==> src/rtl/capture_sequencer.sv <==
// Capture sequencer: SPI op-code decode, frame-valid driven capture FSM with
// watchdog, crop window staging/commit and a status response byte.
module capture_sequencer #(
  parameter int X_MAX          = 1280,
  parameter int Y_MAX          = 720,
  parameter int TIMEOUT_CYCLES = 72000000
) (
  input  logic        clock_spi_in,
  input  logic        reset_spi_n_in,
  input  logic [7:0]  op_code_in,
  input  logic        op_code_valid_in,
  input  logic [7:0]  operand_in,
  input  logic        operand_valid_in,
  input  logic [31:0] operand_count_in,
  input  logic        frame_valid_in,
  output logic [10:0] x_crop_start_out,
  output logic [10:0] x_crop_end_out,
  output logic [9:0]  y_crop_start_out,
  output logic [9:0]  y_crop_end_out,
  output logic        buffer_clear_out,
  output logic        capture_active_out,
  output logic [7:0]  response_out,
  output logic        response_valid_out
);

  typedef enum logic [1:0] {IDLE, ARM, WAIT_SOF, ACTIVE} state_t;

  localparam logic [7:0]  OP_CAPTURE = 8'h20;
  localparam logic [7:0]  OP_CROP    = 8'h26;
  localparam logic [7:0]  OP_STATUS  = 8'h27;
  localparam logic [31:0] WD_LAST    = 32'(TIMEOUT_CYCLES - 1);
  localparam logic [11:0] X_LIMIT    = 12'(X_MAX);
  localparam logic [10:0] Y_LIMIT    = 11'(Y_MAX);

  state_t      state_q, state_d;
  logic        fv_meta, fv;
  logic        op_vld_q, opnd_vld_q;
  logic [7:0]  op_q;
  logic [31:0] wd_cnt;
  logic        done_q, timeout_q, overrun_q, crop_err_q;
  logic [10:0] xs_stg, xe_stg;
  logic [9:0]  ys_stg, ye_stg;

  logic        op_rise, op_fall, cap_req, cap_accept, wd_expire, done_set;
  logic        opnd_take, crop_evt, crop_ok, x_ok, y_ok, status_clr, status_req;
  logic [7:0]  op_cur, status_byte;

  // The latched op-code tracks the command for its whole valid window,
  // including the falling-edge actions.
  assign op_rise     = op_code_valid_in & ~op_vld_q;
  assign op_fall     = ~op_code_valid_in & op_vld_q;
  assign op_cur      = op_rise ? op_code_in : op_q;
  assign cap_req     = op_rise && (op_code_in == OP_CAPTURE);
  assign cap_accept  = cap_req && (state_q == IDLE);
  assign wd_expire   = (state_q != IDLE) && (wd_cnt == WD_LAST);
  assign done_set    = (state_q == ACTIVE) && !fv && !wd_expire;
  assign opnd_take   = operand_valid_in && !opnd_vld_q && op_code_valid_in &&
                       (op_cur == OP_CROP) && (operand_count_in < 32'd8);
  assign crop_evt    = op_fall && (op_q == OP_CROP);
  assign status_clr  = op_fall && (op_q == OP_STATUS);
  assign status_req  = op_code_valid_in && (op_cur == OP_STATUS);
  assign status_byte = {3'b000, crop_err_q, timeout_q, overrun_q, done_q,
                        state_q != IDLE};

  // One extra bit keeps start+4 from wrapping near the top of the range.
  assign x_ok    = ({1'b0, xe_stg} >= ({1'b0, xs_stg} + 12'd4)) &&
                   ({1'b0, xe_stg} <= X_LIMIT);
  assign y_ok    = ({1'b0, ye_stg} >= ({1'b0, ys_stg} + 11'd4)) &&
                   ({1'b0, ye_stg} <= Y_LIMIT);
  assign crop_ok = (state_q == IDLE) && x_ok && y_ok;

  always_comb begin
    state_d = state_q;
    unique case (state_q)
      IDLE:     if (cap_accept) state_d = ARM;
      ARM:      if (!fv)        state_d = WAIT_SOF;
      WAIT_SOF: if (fv)         state_d = ACTIVE;
      ACTIVE:   if (!fv)        state_d = IDLE;
      default:                  state_d = IDLE;
    endcase
    if (wd_expire) state_d = IDLE;
    capture_active_out = (state_q == WAIT_SOF) || (state_q == ACTIVE);
  end

  always_ff @(posedge clock_spi_in or negedge reset_spi_n_in) begin
    if (!reset_spi_n_in) begin
      state_q    <= IDLE;
      fv_meta    <= 1'b0;
      fv         <= 1'b0;
      op_vld_q   <= 1'b0;
      opnd_vld_q <= 1'b0;
      op_q       <= 8'h00;
    end else begin
      state_q    <= state_d;
      fv_meta    <= frame_valid_in;
      fv         <= fv_meta;
      op_vld_q   <= op_code_valid_in;
      opnd_vld_q <= operand_valid_in;
      if (op_rise) op_q <= op_code_in;
    end
  end

  // Watchdog sits at zero in IDLE, so entry into ARM always starts from zero.
  always_ff @(posedge clock_spi_in or negedge reset_spi_n_in) begin
    if (!reset_spi_n_in)                   wd_cnt <= 32'd0;
    else if (state_q == IDLE || wd_expire) wd_cnt <= 32'd0;
    else                                   wd_cnt <= wd_cnt + 32'd1;
  end

  always_ff @(posedge clock_spi_in or negedge reset_spi_n_in) begin
    if (!reset_spi_n_in) begin
      done_q             <= 1'b0;
      timeout_q          <= 1'b0;
      overrun_q          <= 1'b0;
      crop_err_q         <= 1'b0;
      buffer_clear_out   <= 1'b0;
      response_valid_out <= 1'b0;
      response_out       <= 8'h00;
    end else begin
      if (cap_accept)    done_q <= 1'b0;
      else if (done_set) done_q <= 1'b1;
      // A new error event in the same cycle as a status clear is kept.
      if (status_clr) begin
        timeout_q  <= 1'b0;
        overrun_q  <= 1'b0;
        crop_err_q <= 1'b0;
      end
      if (wd_expire)                     timeout_q  <= 1'b1;
      if (cap_req && state_q != IDLE)    overrun_q  <= 1'b1;
      if (crop_evt && !crop_ok)          crop_err_q <= 1'b1;
      buffer_clear_out   <= cap_accept;
      response_valid_out <= status_req;
      response_out       <= status_req ? status_byte : 8'h00;
    end
  end

  always_ff @(posedge clock_spi_in or negedge reset_spi_n_in) begin
    if (!reset_spi_n_in) begin
      xs_stg <= 11'd0;
      xe_stg <= 11'd0;
      ys_stg <= 10'd0;
      ye_stg <= 10'd0;
    end else if (opnd_take) begin
      unique case (operand_count_in[2:0])
        3'd0: xs_stg[10:8] <= operand_in[2:0];
        3'd1: xs_stg[7:0]  <= operand_in;
        3'd2: xe_stg[10:8] <= operand_in[2:0];
        3'd3: xe_stg[7:0]  <= operand_in;
        3'd4: ys_stg[9:8]  <= operand_in[1:0];
        3'd5: ys_stg[7:0]  <= operand_in;
        3'd6: ye_stg[9:8]  <= operand_in[1:0];
        3'd7: ye_stg[7:0]  <= operand_in;
        default: ;
      endcase
    end
  end

  // Commit only happens in IDLE, so the window is frozen through a capture.
  always_ff @(posedge clock_spi_in or negedge reset_spi_n_in) begin
    if (!reset_spi_n_in) begin
      x_crop_start_out <= 11'd0;
      x_crop_end_out   <= 11'd18;
      y_crop_start_out <= 10'd0;
      y_crop_end_out   <= 10'd18;
    end else if (crop_evt && crop_ok) begin
      x_crop_start_out <= xs_stg;
      x_crop_end_out   <= xe_stg;
      y_crop_start_out <= ys_stg;
      y_crop_end_out   <= ye_stg;
    end
  end

endmodule

==> config.mk <==
export PLATFORM = sky130hd
export DESIGN_NAME = capture_sequencer
export DESIGN_NICKNAME = d
export VERILOG_FILES = /design/src/rtl/capture_sequencer.sv
export SDC_FILE = /design/constraint.sdc
export NUM_CORES = 1
export LEC_CHECK = 0
export CORE_MARGIN = 2
export CORE_UTILIZATION = 49
export DETAILED_ROUTE_END_ITERATION = 6
export PLACE_DENSITY = 0.86
export SLEW_MARGIN = 20
export SYNTH_ARGS = -nofsm -noshare
export SYNTH_HDL_FRONTEND = slang
export SYNTH_SLANG_ARGS = --single-unit
export TNS_END_PERCENT = 50
==> constraint.sdc <==
create_clock -name clock_spi_in -period 2.8 [get_ports clock_spi_in]
set_input_delay 0.42 -clock clock_spi_in [delete_from_list [all_inputs] [get_ports clock_spi_in]]
set_output_delay 0.42 -clock clock_spi_in [all_outputs]
set_load 0.1 [all_outputs]
==> impl_results.md, run 1 <==
- Top achievable clock speed: 308 MHz
- DPL Wire Length: 11000 µm
- Syn. warnings: 0
- Setup CP Type: reg2reg
- Initial Utilization: 50.3%
- Cells after Synth: 556
- Vias in the first global route: 5554
- First-pass GRT wire length: 28700 µm
- Critical R2R Launch: xs_stg[2]$_DFFE_PN0P_
- Die W: 121 µm
- Failing checks: negative setup slack
- Top Layer Used: met4
- Initial antenna violation count: 0
- Port Buffer Count: 102
- Seq/Total Area, Yosys: 53.0%
- TritonRoute pass-1 iters: 5
- Clock Tree Buf Depth: 2
- Pin count of the biggest net entering global routing: 81
- Vias: 5409
- Post-synth top area share: 51.4%
- ANT cells: 0
- Peak supply drop: 0.476 mV
- CP Data Arrival Time: 3.56 ns
- CTS Buf Count: 17
- Area delta synth->final: 36.1%
- Clock Sink Count: 141
- Total negative slack: -16.70 ns
- Placeable core region: 13200 µm²
- HP Class: in2async
- Seq cells post-synth: 141
- FF-to-FF setup slack: -0.45 ns
- PnR worst setup slack: -0.452 ns
- CTS clock-pin slew for the worst setup and hold paths: 0.07 ns
- Iter 0 DRT Violations: 416
- Area leader, netlist: dfrtp_1
- DRC violation count after routing: 0
- GR Overflow Total: 0
- Final critical-path required period: 3.25 ns
- P per Cell Area: 584 nW/µm²
- Relative slew slack: 53.0%
- Most frequent cells in the layout: dfrtp_1 (137), buf_4 (86), mux2_2 (64), clkdlybuf4s50_1 (51), nor2_1 (48)
- Pre-CTS WS: -0.238 ns
- Number of H-tree levels: 4
- Critical path required time: 3.11 ns
- Worst-path fanout max: 5
- Worst Reg-to-Reg Cells: 15
- Reg2reg end: y_crop_end_out[9]$_DFFE_PN0P_
- GRT Util Overall: 25.9%
- Die Height: 121 µm
- Max-cap violations: 0
- Pleak: 4.43 nW
- Synth Cell Area: 6670 µm²
- CTS root buffer: clkbuf_16
- Yosys cell types: 47
- Via density: 6.00
- Skew final: 0.0131 ns
- Placer Congestion: 0.872
- CTS tree: done
- DRT met1 WL: 7220 µm
- WL met2: 9760 µm
- Syn_area_per_cell: 12.0 µm²
- I/O pin total: 106
- Layout cells sized above 1: 31.6%
- Final hold violation count: 0
- DR WL/cell: 21.6 µm
- Worst setup SP type: flip-flop
- Status: finished with violations
- Die area: 14600 µm²
- Post-synth ARST share: 100%
- Dominant cells by area after synthesis: dfrtp_1 (51%), mux2_2 (11%), ha_1 (5.3%)
- Top FF cell, synth: dfrtp_1
- Clock insertion delay at the later pin of the skew report: 0.43 ns
- Worst-Margin Slew: 0.688 ns
- Detail Route Antenna Nets: 0
- Number of flops mapped to enable cells by yosys: 0
- Final setup violation count: 43
- Critical Path Sink Type: flip-flop
- Commonest non-fill, non-tap cell in the layout: dfrtp_1
- RSZ-0062 raised after global routing: true
- Final Cycle Share: 116%
- Nets: 793
- Max Slew Vio Count: 0
- # rows: 42
- Met3 WL post-DR: 1500 µm
- Routed Wire Length: 19500 µm
power by group:
group / total (mW) / internal [mW] / switching [mW]
logic: 0.645 / 0.228 / 0.417
clock network: 2.49 / 1.58 / 0.904
registers: 2.17 / 2.11 / 0.0659
total: 5.30 / 3.92 / 1.39
critical path: stages (launching register included):
cell	delay, ns
dfrtp_1	0.40
buf_6	0.13
and3_4	0.20
nand3_4	0.09
nor2_1	0.21
xnor2_1	0.09
ha_1	0.37
nand3_4	0.12
nor3_4	0.17
o211ai_1	0.18
a22oi_2	0.26
nand3_4	0.14
buf_12	0.19
buf_12	0.13
buf_16	0.14
mux2_4	0.30
cell usage after synthesis, drive strengths merged, types with 2 or more instances:
master     n
nand2b     4
mux2      92
ha        28
and2       7
clkbuf    10
xnor2     15
o211ai     2
mux2i      2
or2        2
nand2     32
nor2      49
dfstp      4
xor2      28
inv       12
nor3       7
a21oi      9
a2111oi    2
a21o       4
and3      10
o21ai      7
buf        8
dfrtp    137
nand4      9
and4       7
nand3     28
nor4b      5
nor2b      2
nor4      15
a221oi     2
nor3b      4
stage by stage:
| step | hold WS, ns | power (mW) | instance area [µm²] | util (%) | instances |
|---|---|---|---|---|---|
| 3_5_place_dp | 0.346 | 2.83 | 7960 | 60.1 | 850 |
| 2_1_floorplan | 0.124 | 2.59 | 6700 | - | 558 |
| 5_1_grt | 0.0812 | 5.47 | 9080 | 68.5 | 901 |
| 4_1_cts | 0.0534 | 5.29 | 8880 | 67.1 | 893 |
| 6_report | 0.00517 | 5.30 | 9080 | 68.5 | 901 |
| 3_3_place_gp | 0.338 | 2.79 | 7960 | 60.1 | 850 |
how the worst max path moves through the flow:
stage / from / to
detailed placement: xs_stg[2]$_DFFE_PN0P_ / y_crop_end_out[6]$_DFFE_PN0P_
floorplan: xs_stg[2]$_DFFE_PN0P_ / x_crop_end_out[0]$_DFFE_PN0P_
CTS: xs_stg[2]$_DFFE_PN0P_ / y_crop_end_out[9]$_DFFE_PN0P_
global placement: op_code_valid_in / ys_stg[3]$_DFFE_PN0P_
finish: xs_stg[2]$_DFFE_PN0P_ / y_crop_end_out[9]$_DFFE_PN0P_
global route: xs_stg[2]$_DFFE_PN0P_ / y_crop_end_out[9]$_DFFE_PN0P_
sequential cells by signal, summed over array words and instances, names as in the netlist, 2 cells and up:
signal / flops
x_crop_end_out: 11
xe_stg: 11
y_crop_end_out: 10
wd_cnt: 32
xs_stg: 11
state_q: 2
ys_stg: 10
ye_stg: 10
response_out: 5
op_q: 8
x_crop_start_out: 11
y_crop_start_out: 10
cells by family (layout without fill, tap and decap cells):
group | count (synthesis) | in the layout | synth area share [%]
compound gates | 31 | 31 | 3.27
fa+ha+maj | 28 | 28 | 5.25
buf+inv | 30 | 197 | 2.05
other cells | 1 | 3 | 0.0562
simple gates | 188 | 188 | 14.9
mux | 94 | 94 | 15.8
xor+xnor | 43 | 43 | 5.65
flops | 141 | 141 | 53.0
cell type report:
cell class	instances	area, µm²
clock buffers	18	429
clock inverters	14	218
fillers	834	4170
inverters	12	45.0
multi-input cells	387	3170
flip-flops and latches	141	3530
well taps	176	220
repair buffers	153	1460
layer usage:
metal | global-route usage, % | up-vias
li1 | - | 2297
met1 | 29.2 | 2720
met2 | 45.0 | 296
met3 | 7.41 | 96
met4 | 12.9 | 0
met5 | 0 | -
repair_timing:
action / 4_1_cts / 5_1_grt
cloned: 5 / 1
buffers inserted: 7 / 9
gates resized for setup: 15 / 22
endpoints found under the setup margin: 42 / 43
hold buffers: 0 / 0
pin swaps: 4 / 14
No activity file was read; power rests on OpenSTA's default activity.
==> run 2: changes to the inputs <==
- CTS_CLUSTER_DIAMETER: unset -> 100
- SLEW_MARGIN: 20 -> unset
==> results of run 2 <==
Same layout as run 1: the final DEF is identical, and so are final timing and power.
